**config.mk**
```make
export PLATFORM = sky130hd
export DESIGN_NAME = casex_match_stage
export DESIGN_NICKNAME = d
export VERILOG_FILES = /design/src/rtl/casex_match_stage.sv
export SDC_FILE = /design/constraint.sdc
export NUM_CORES = 1
export LEC_CHECK = 0
export BUFFER_PORTS_ARGS = -buffer_cell sky130_fd_sc_hd__buf_2
export CAP_MARGIN = 20
export CELL_PAD_IN_SITES_DETAIL_PLACEMENT = 0
export CELL_PAD_IN_SITES_GLOBAL_PLACEMENT = 1
export CORE_MARGIN = 2
export CORE_UTILIZATION = 45
export CTS_BUF_LIST = sky130_fd_sc_hd__clkbuf_8
export CTS_CLUSTER_DIAMETER = 40
export CTS_CLUSTER_SIZE = 24
export DETAILED_ROUTE_END_ITERATION = 8
export GPL_TIMING_DRIVEN = 0
export PLACE_DENSITY_LB_ADDON = 0.1
export SYNTH_ARGS = -nofsm -noshare
export SYNTH_HDL_FRONTEND = slang
export SYNTH_SLANG_ARGS = --single-unit
```
**constraint.sdc**
```tcl
create_clock -name clk -period 2.3 [get_ports clk]
set_clock_uncertainty 0.2 [all_clocks]
set_input_delay 0.23 -clock clk [delete_from_list [all_inputs] [get_ports clk]]
set_output_delay 0.23 -clock clk [all_outputs]
set_load 0.01 [all_outputs]
```
**src/rtl/casex_match_stage.sv**
```systemverilog
// Two-stage masked-pattern classifier: S1 registers key = val1 & val2, S2 matches it
// against a priority wildcard table. Optional macro CASEX_DEFAULT_EN loads DEFAULT_RESULT on a miss.
module casex_match_stage #(
  parameter int unsigned     WIDTH          = 3,
  parameter int unsigned     NPAT           = 4,
  parameter int unsigned     IDXW           = 2,
  parameter int unsigned     RW             = 3,
  parameter logic [RW-1:0]   DEFAULT_RESULT = '0
) (
  input  logic              clk,
  input  logic              rst_n,
  input  logic              in_valid,
  output logic              in_ready,
  input  logic [WIDTH-1:0]  val1,
  input  logic [WIDTH-1:0]  val2,
  input  logic              cfg_we,
  input  logic [IDXW-1:0]   cfg_idx,
  input  logic [WIDTH-1:0]  cfg_value,
  input  logic [WIDTH-1:0]  cfg_care,
  input  logic [RW-1:0]     cfg_result,
  input  logic              cfg_act,
  output logic              out_valid,
  input  logic              out_ready,
  output logic [RW-1:0]     result,
  output logic              hit,
  output logic [IDXW-1:0]   hit_idx,
  output logic [7:0]        miss_cnt
);

`ifdef CASEX_DEFAULT_EN
  localparam bit NOMATCH_LOAD = 1'b1;
`else
  localparam bit NOMATCH_LOAD = 1'b0;
`endif

  logic [NPAT-1:0]  tvalid;
  logic [WIDTH-1:0] tvalue  [NPAT];
  logic [WIDTH-1:0] tcare   [NPAT];
  logic [RW-1:0]    tresult [NPAT];
  logic             tact    [NPAT];

  logic             s1_valid;
  logic [WIDTH-1:0] s1_key;
  logic             s2_load;
  logic             cfg_ok;
  logic             m_hit;
  logic [IDXW-1:0]  m_idx;

  assign cfg_ok   = cfg_we && (32'(cfg_idx) < NPAT);
  assign s2_load  = s1_valid && (!out_valid || out_ready);
  assign in_ready = rst_n && (!s1_valid || s2_load);

  // Table valid bits are the only table state that needs reset.
  always_ff @(posedge clk) begin
    if (!rst_n) begin
      tvalid <= '0;
    end else if (cfg_ok) begin
      tvalid[cfg_idx] <= 1'b1;
    end
  end

  always_ff @(posedge clk) begin
    if (cfg_ok) begin
      tvalue[cfg_idx]  <= cfg_value;
      tcare[cfg_idx]   <= cfg_care;
      tresult[cfg_idx] <= cfg_result;
      tact[cfg_idx]    <= cfg_act;
    end
  end

  always_ff @(posedge clk) begin
    if (!rst_n) begin
      s1_valid <= 1'b0;
      s1_key   <= '0;
    end else if (in_valid && in_ready) begin
      s1_valid <= 1'b1;
      s1_key   <= val1 & val2;
    end else if (s2_load) begin
      s1_valid <= 1'b0;
    end
  end

  // Priority match: the first hit latches, so lower indices shadow later overlaps.
  always_comb begin
    m_hit = 1'b0;
    m_idx = '0;
    for (int unsigned i = 0; i < NPAT; i++) begin
      if (!m_hit && tvalid[i] && (((s1_key ^ tvalue[i]) & tcare[i]) == '0)) begin
        m_hit = 1'b1;
        m_idx = IDXW'(i);
      end
    end
  end

  always_ff @(posedge clk) begin
    if (!rst_n) begin
      out_valid <= 1'b0;
      result    <= '0;
      hit       <= 1'b0;
      hit_idx   <= '0;
      miss_cnt  <= '0;
    end else if (s2_load) begin
      out_valid <= 1'b1;
      hit       <= m_hit;
      hit_idx   <= m_idx;
      if (m_hit) begin
        if (tact[m_idx]) begin
          result <= tresult[m_idx];
        end
      end else begin
        if (NOMATCH_LOAD) begin
          result <= DEFAULT_RESULT;
        end
        if (miss_cnt != '1) begin
          miss_cnt <= miss_cnt + 8'd1;
        end
      end
    end else if (out_ready) begin
      out_valid <= 1'b0;
    end
  end

endmodule

```
---- Word level (Yosys, flattened, before mapping) ----
Memories as Yosys holds them, arrays and structs flattened. A register that Yosys moved wholly into a read port is not among the register bits.
Index checks and enable logic that the tools add are counted.
Widths: inputs -> output; s select.
cells by class
  equality and inequality tests ........... 1
  add/subtract/negate cells ............... 1
  mux-type cells .......................... 15
  order comparisons ....................... 2
  bitwise gates (word level) .............. 11
  reductions and logical operators ........ 27
operators with widths
  cell                 count
  $and 3x3->3          5
  $logic_not 3->1      4
  $mux 1               12
  $xor 3x3->3          4
  $logic_and 1x1->1    11
  $add 8x1->8 const B  1
  $ne 8x8->1 const B   1
  $logic_not 1->1      6
  $reduce_and 3->1     2
  $mux 2               2
  $or 4x4->4           1
  $reduce_bool 2->1    2
  $lt 2x3->1 const B   1
  $demux 1 s2          1
  $ge 2x1->1 const B   1
  $logic_or 1x1->1     2
  $not 1->1            1
word-level totals
  logic and storage cells ................. 68
  output and inout bits ................... 16
  register bits ........................... 20
  memories kept ........................... 4
  input bits .............................. 23
  memory bits (writable) .................. 40
memory list
  memory   depth  width  read ports  clocked after Yosys merged registers in  wr ports  line  text
  tcare    4      3      4           0                                        1         38    logic [WIDTH-1:0] tcare [NPAT];
  tresult  4      3      1           1                                        1         39    logic [RW-1:0] tresult [NPAT];
  tvalue   4      3      4           0                                        1         37    logic [WIDTH-1:0] tvalue [NPAT];
  tact     4      1      1           0                                        1         40    logic tact [NPAT];

---- Longest topological paths before layout ----
An unclocked memory read counts as a cell.
  depth after elaboration ................. 20
  mapped depth ............................ 8
  gate-level depth less buffers ........... 7

---- Worst setup path after synthesis ----
Ideal clock, no wire load.
  kind .................................... register -> register
  start point ............................. reg s1_key[0]
  end point ............................... reg result[0] (read register of tresult)
  setup time .............................. 72 ps
  buffers on the path ..................... 1
  clock period less this slack ............ 1927 ps
  stages on the path, launching flop included .. 8
  path slack .............................. 373 ps
  arrival time ............................ 1655 ps
  cell sequence ........................... dfxtp_1 > buf_6 > xor2_2 > a22oi_2 > nand3_2 > or3_1 > o2111ai_2 > mux2i_1
on the way
  longest elaborated chain between the ends .. 19
  elaborated cells on any way between the ends .. 31
  classes of those cells .................. mux: 7; bitwise: 8; reduce/logical: 15; memory: 1
RTL lines
  element                            line  text
  start, declared                    43    logic [WIDTH-1:0] s1_key;
  start signal, assigned             77    s1_key <= val1 & val2;
  $xor 3x3->3                        88    if (!m_hit && tvalid[i] && (((s1_key ^ tvalue[i]) & tcare[i]) == '0)) begin
  $and 3x3->3                        88
  $logic_not 3->1                    88
  $logic_and 1x1->1                  88
  $mux 1                             88
  $logic_not 1->1                    88
  $logic_and 1x1->1 (2 in series)    88
  $mux 1                             88
  $logic_not 1->1                    88
  $logic_and 1x1->1 (2 in series)    88
  $mux 1                             88
  $logic_not 1->1                    88
  $logic_and 1x1->1 (2 in series)    88
  $mux 2                             88
  $mem_v2 4x1                        n/a
  $reduce_and 3->1 (no source line)  n/a
  end, declared                      24    output logic [RW-1:0] result,
Parallel ways exist; a longest one is shown, timed or not.
A chain may end at the register's enable or synchronous reset.

---- Worst setup path in the final report ----
  start point ............................. reg s1_key[2]
  end point ............................... reg miss_cnt[6]
on the way
  longest elaborated chain between the ends .. 19
  elaborated cells on any way between the ends .. 28
  classes of those cells .................. mux: 4; bitwise: 9; reduce/logical: 15
RTL lines
  element                                line  text
  $xor 3x3->3                            88
  $and 3x3->3                            88
  $logic_not 3->1                        88
  $logic_and 1x1->1                      88
  $mux 1                                 88
  $logic_not 1->1                        88
  $logic_and 1x1->1 (2 in series)        88
  $mux 1                                 88
  $logic_not 1->1                        88
  $logic_and 1x1->1 (2 in series)        88
  $mux 1                                 88
  $logic_not 1->1                        88
  $logic_and 1x1->1 (2 in series)        88
  $mux 1 (*)                             88
  $not 1->1 (no source line) (*)         n/a
  $reduce_and 3->1 (no source line) (*)  n/a
  end signal, assigned                   115   miss_cnt <= miss_cnt + 8'd1;
  end, declared                          27    output logic [7:0] miss_cnt
Mark *: on every way between the ends. The rest lies on a longest branch, timed or not.

==> out/qor.txt <==
Status -> finished clean
Layout Nets -> 283
Post-synth EDFFs -> 40
GR Overflow Total -> 0
Synth async-reset ratio -> 0
CTS clk-pin slew, worst paths -> 0.07 ns
First-pass GRT wire length -> 8100 um
TritonCTS buffer count -> 9
Pins Over Slew Limit -> 0
Cells after Synth -> 193
Initial antenna violation count -> 0
1st-iter DRT viols -> 66
HP Class -> input pin to flip-flop
Measured slew at the worst slew-check pin -> 0.9942 ns
Final WS setup -> 0.1183 ns
Largest net degree at the start of global routing -> 12
H-tree levels -> 3
Inst Count DP -> 302
Ant. Diodes -> 0
Sink Count -> 63
Fin crit share -> 0.9486
Worst r2r src -> s1_key[2]$_SDFFE_PN0P_
Root buffer cell -> clkbuf_8
Most frequent cell after synthesis -> edfxtp_1
Layout area overhead -> 25.57%
Clk buf depth -> 2
Top post-synthesis cells by count -> edfxtp_1, dfxtp_1, nand2_1, xor2_1, nand3_1
Max FO, Critical Path -> 6
Synth area leader -> edfxtp_1
Die area -> 6455 um^2
CP arrival -> 2.24 ns
Wire per inst -> 15.55 um
Post-synthesis register bit count -> 63
Synth area leaders -> edfxtp_1, dfxtp_1, xor2_1
Row count -> 27
Post-Place Setup Slack -> 0.1521 ns
Total power -> 2.477 mW
Syn nets -> 217
HPWL Detailed -> 3567 um
Setup TNS -> 0 ns
Core Region -> 5574 um^2
Max rail drop VDD -> 0.4683 mV
Final WL -> 5225 um
Main synth FF type -> edfxtp_1
Min-delay src -> out_ready
Routed vias/inst -> 5.220
Count of antenna-violating nets left after detailed routing -> 0
Share of the synthesized area in the top cell type -> 0.4580
Port bufs -> 37
Final min period -> 2.182 ns
Area of the mapped netlist -> 2623 um^2
I/O pins -> 39
Rel. slew slack -> 0.3347
CTS tree -> done
Critical Path Source Type -> flip-flop
Fin. Hold Viols -> 0
Req. time, crit path -> 2.36 ns
Synthesized area per cell -> 13.59 um^2
Non-Filler Instances -> 336
Endpoints failing setup -> 0
DRC -> 0
Vias post-DR -> 1754
Placed cell areas -> 2903 um^2
Pwr Density -> 752.0 nW/um^2
Share of layout cells above drive strength 1 -> 0.2652
1st-pass router iterations -> 4
Routability cong. -> 0.6960
FMAX -> 0.4584 GHz
RSZ-0062 raised after global routing -> no
Hold slack final -> 0.03273 ns
Die Y-Extent -> 80.34 um
Number of max-cap violations -> 0
Resized cells post-CTS -> 0
Worst setup EP type -> flip-flop
Unique masters post-synth -> 47
All-Layer GR Usage -> 0.1736
Die X -> 80.34 um
Seq/Total Area, Yosys -> 0.6336
Starting Density -> 0.4705
Util after Layout -> 0.5908
Vias in the first global route -> 1715
Critical path class -> flip-flop to flip-flop
LEAKAGE -> 1.318 nW
Worst-skew pair later-pin latency -> 0.33 ns
Finished Cell Area -> 3293 um^2
Synth warn -> 0
Crit path from -> s1_key[2]$_SDFFE_PN0P_
## worst max-delay path, stage by stage, from the launching register on
cell and delay [ns]:
dfxtp_1 0.32, buf_4 0.15, xor2_1 0.23, a22oi_2 0.17, a22oi_4 0.32, nand3_2 0.21, or3_1 0.35, a21boi_1 0.14
## what timing repair did
item | 4_1_cts | 5_1_grt
hold endpoints to repair | 44 | 0
setup endpoints to repair | 0 | 2
buffers inserted | 0 | 1
hold buffers | 17 | 0
## cell type report
type | instances | area (um^2)
Sequential cell | 63 | 1662
Timing Repair Buffer | 55 | 362.8
Clock buffer | 9 | 123.9
Fill cell | 490 | 2281
Buffer | 7 | 46.29
Clock inverter | 7 | 88.84
Multi-Input combinational cell | 117 | 897.1
Tap cell | 72 | 90.09
Inverter | 6 | 22.52
## final timing paths
check                                  end  cells past startpoint  slack [ns]
setup / recovery  miss_cnt[6]$_SDFFE_PN0P_                      7        0.12
hold / removal      out_valid$_SDFFE_PN0P_                      3        0.03
setup reg to reg  miss_cnt[6]$_SDFFE_PN0P_                      7        0.12
hold reg to reg     result[0]$_SDFFE_PN0P_                      2        0.26
## routing by layer
layer / track usage / wire [um] / vias to the layer above / part of all wire
met1: 0.2049 / 2238 / 855 / 0.43
met2: 0.2983 / 2730 / 35 / 0.52
met3: 0.04719 / 174 / 8 / 0.033
met5: 0 / 0 / - / 0
met4: 0.07119 / 81 / 0 / 0.016
li1: - / - / 856 / -
## state kept, by name, summed over array words and instances, names as in the netlist
signal / cells
tact: 4
s1_key: 3
hit: 1
hit_idx: 2
out_valid: 1
tvalid: 4
result: 3
tresult: 12
tcare: 12
miss_cnt: 8
s1_valid: 1
tvalue: 12
## report_power, final
part,internal [mW],leakage (nW),switching [mW],total [mW]
combinational,0.0885,0.656,0.104,0.192
clock,0.602,0.108,0.408,1.01
sequential,1.25,0.554,0.0216,1.27
total,1.94,1.32,0.534,2.48
## placed cells by master (no fill, tap or decap), types with 3 or more instances in the layout
cell type | netlist | final
or3_1 | 4 | 4
a21boi_1 | 5 | 5
dlygate4sd3_1 | 0 | 17
nand2_1 | 12 | 12
inv_1 | 6 | 7
o31ai_1 | 4 | 4
nor2b_1 | 4 | 4
nand2b_1 | 3 | 3
nor2_1 | 3 | 3
nand3_1 | 9 | 9
xor2_1 | 10 | 10
xnor2_1 | 4 | 4
o21a_1 | 5 | 5
clkbuf_1 | 3 | 3
a22oi_2 | 4 | 4
buf_2 | 1 | 38
a21boi_0 | 4 | 4
edfxtp_1 | 40 | 40
clkbuf_8 | 0 | 9
a21oi_1 | 3 | 3
o21ai_0 | 4 | 4
and2_1 | 6 | 6
dfxtp_1 | 23 | 23
mux2i_1 | 4 | 4
## logic make-up after synthesis
group,after synthesis,synth area share
compound gates,47,0.1598
simple gates,50,0.1073
flops,63,0.6336
xor+xnor,15,0.05296
fa+ha+maj,1,0.004770
mux,4,0.01527
buf+inv,13,0.02624
Power figures use the tool's default switching activity.
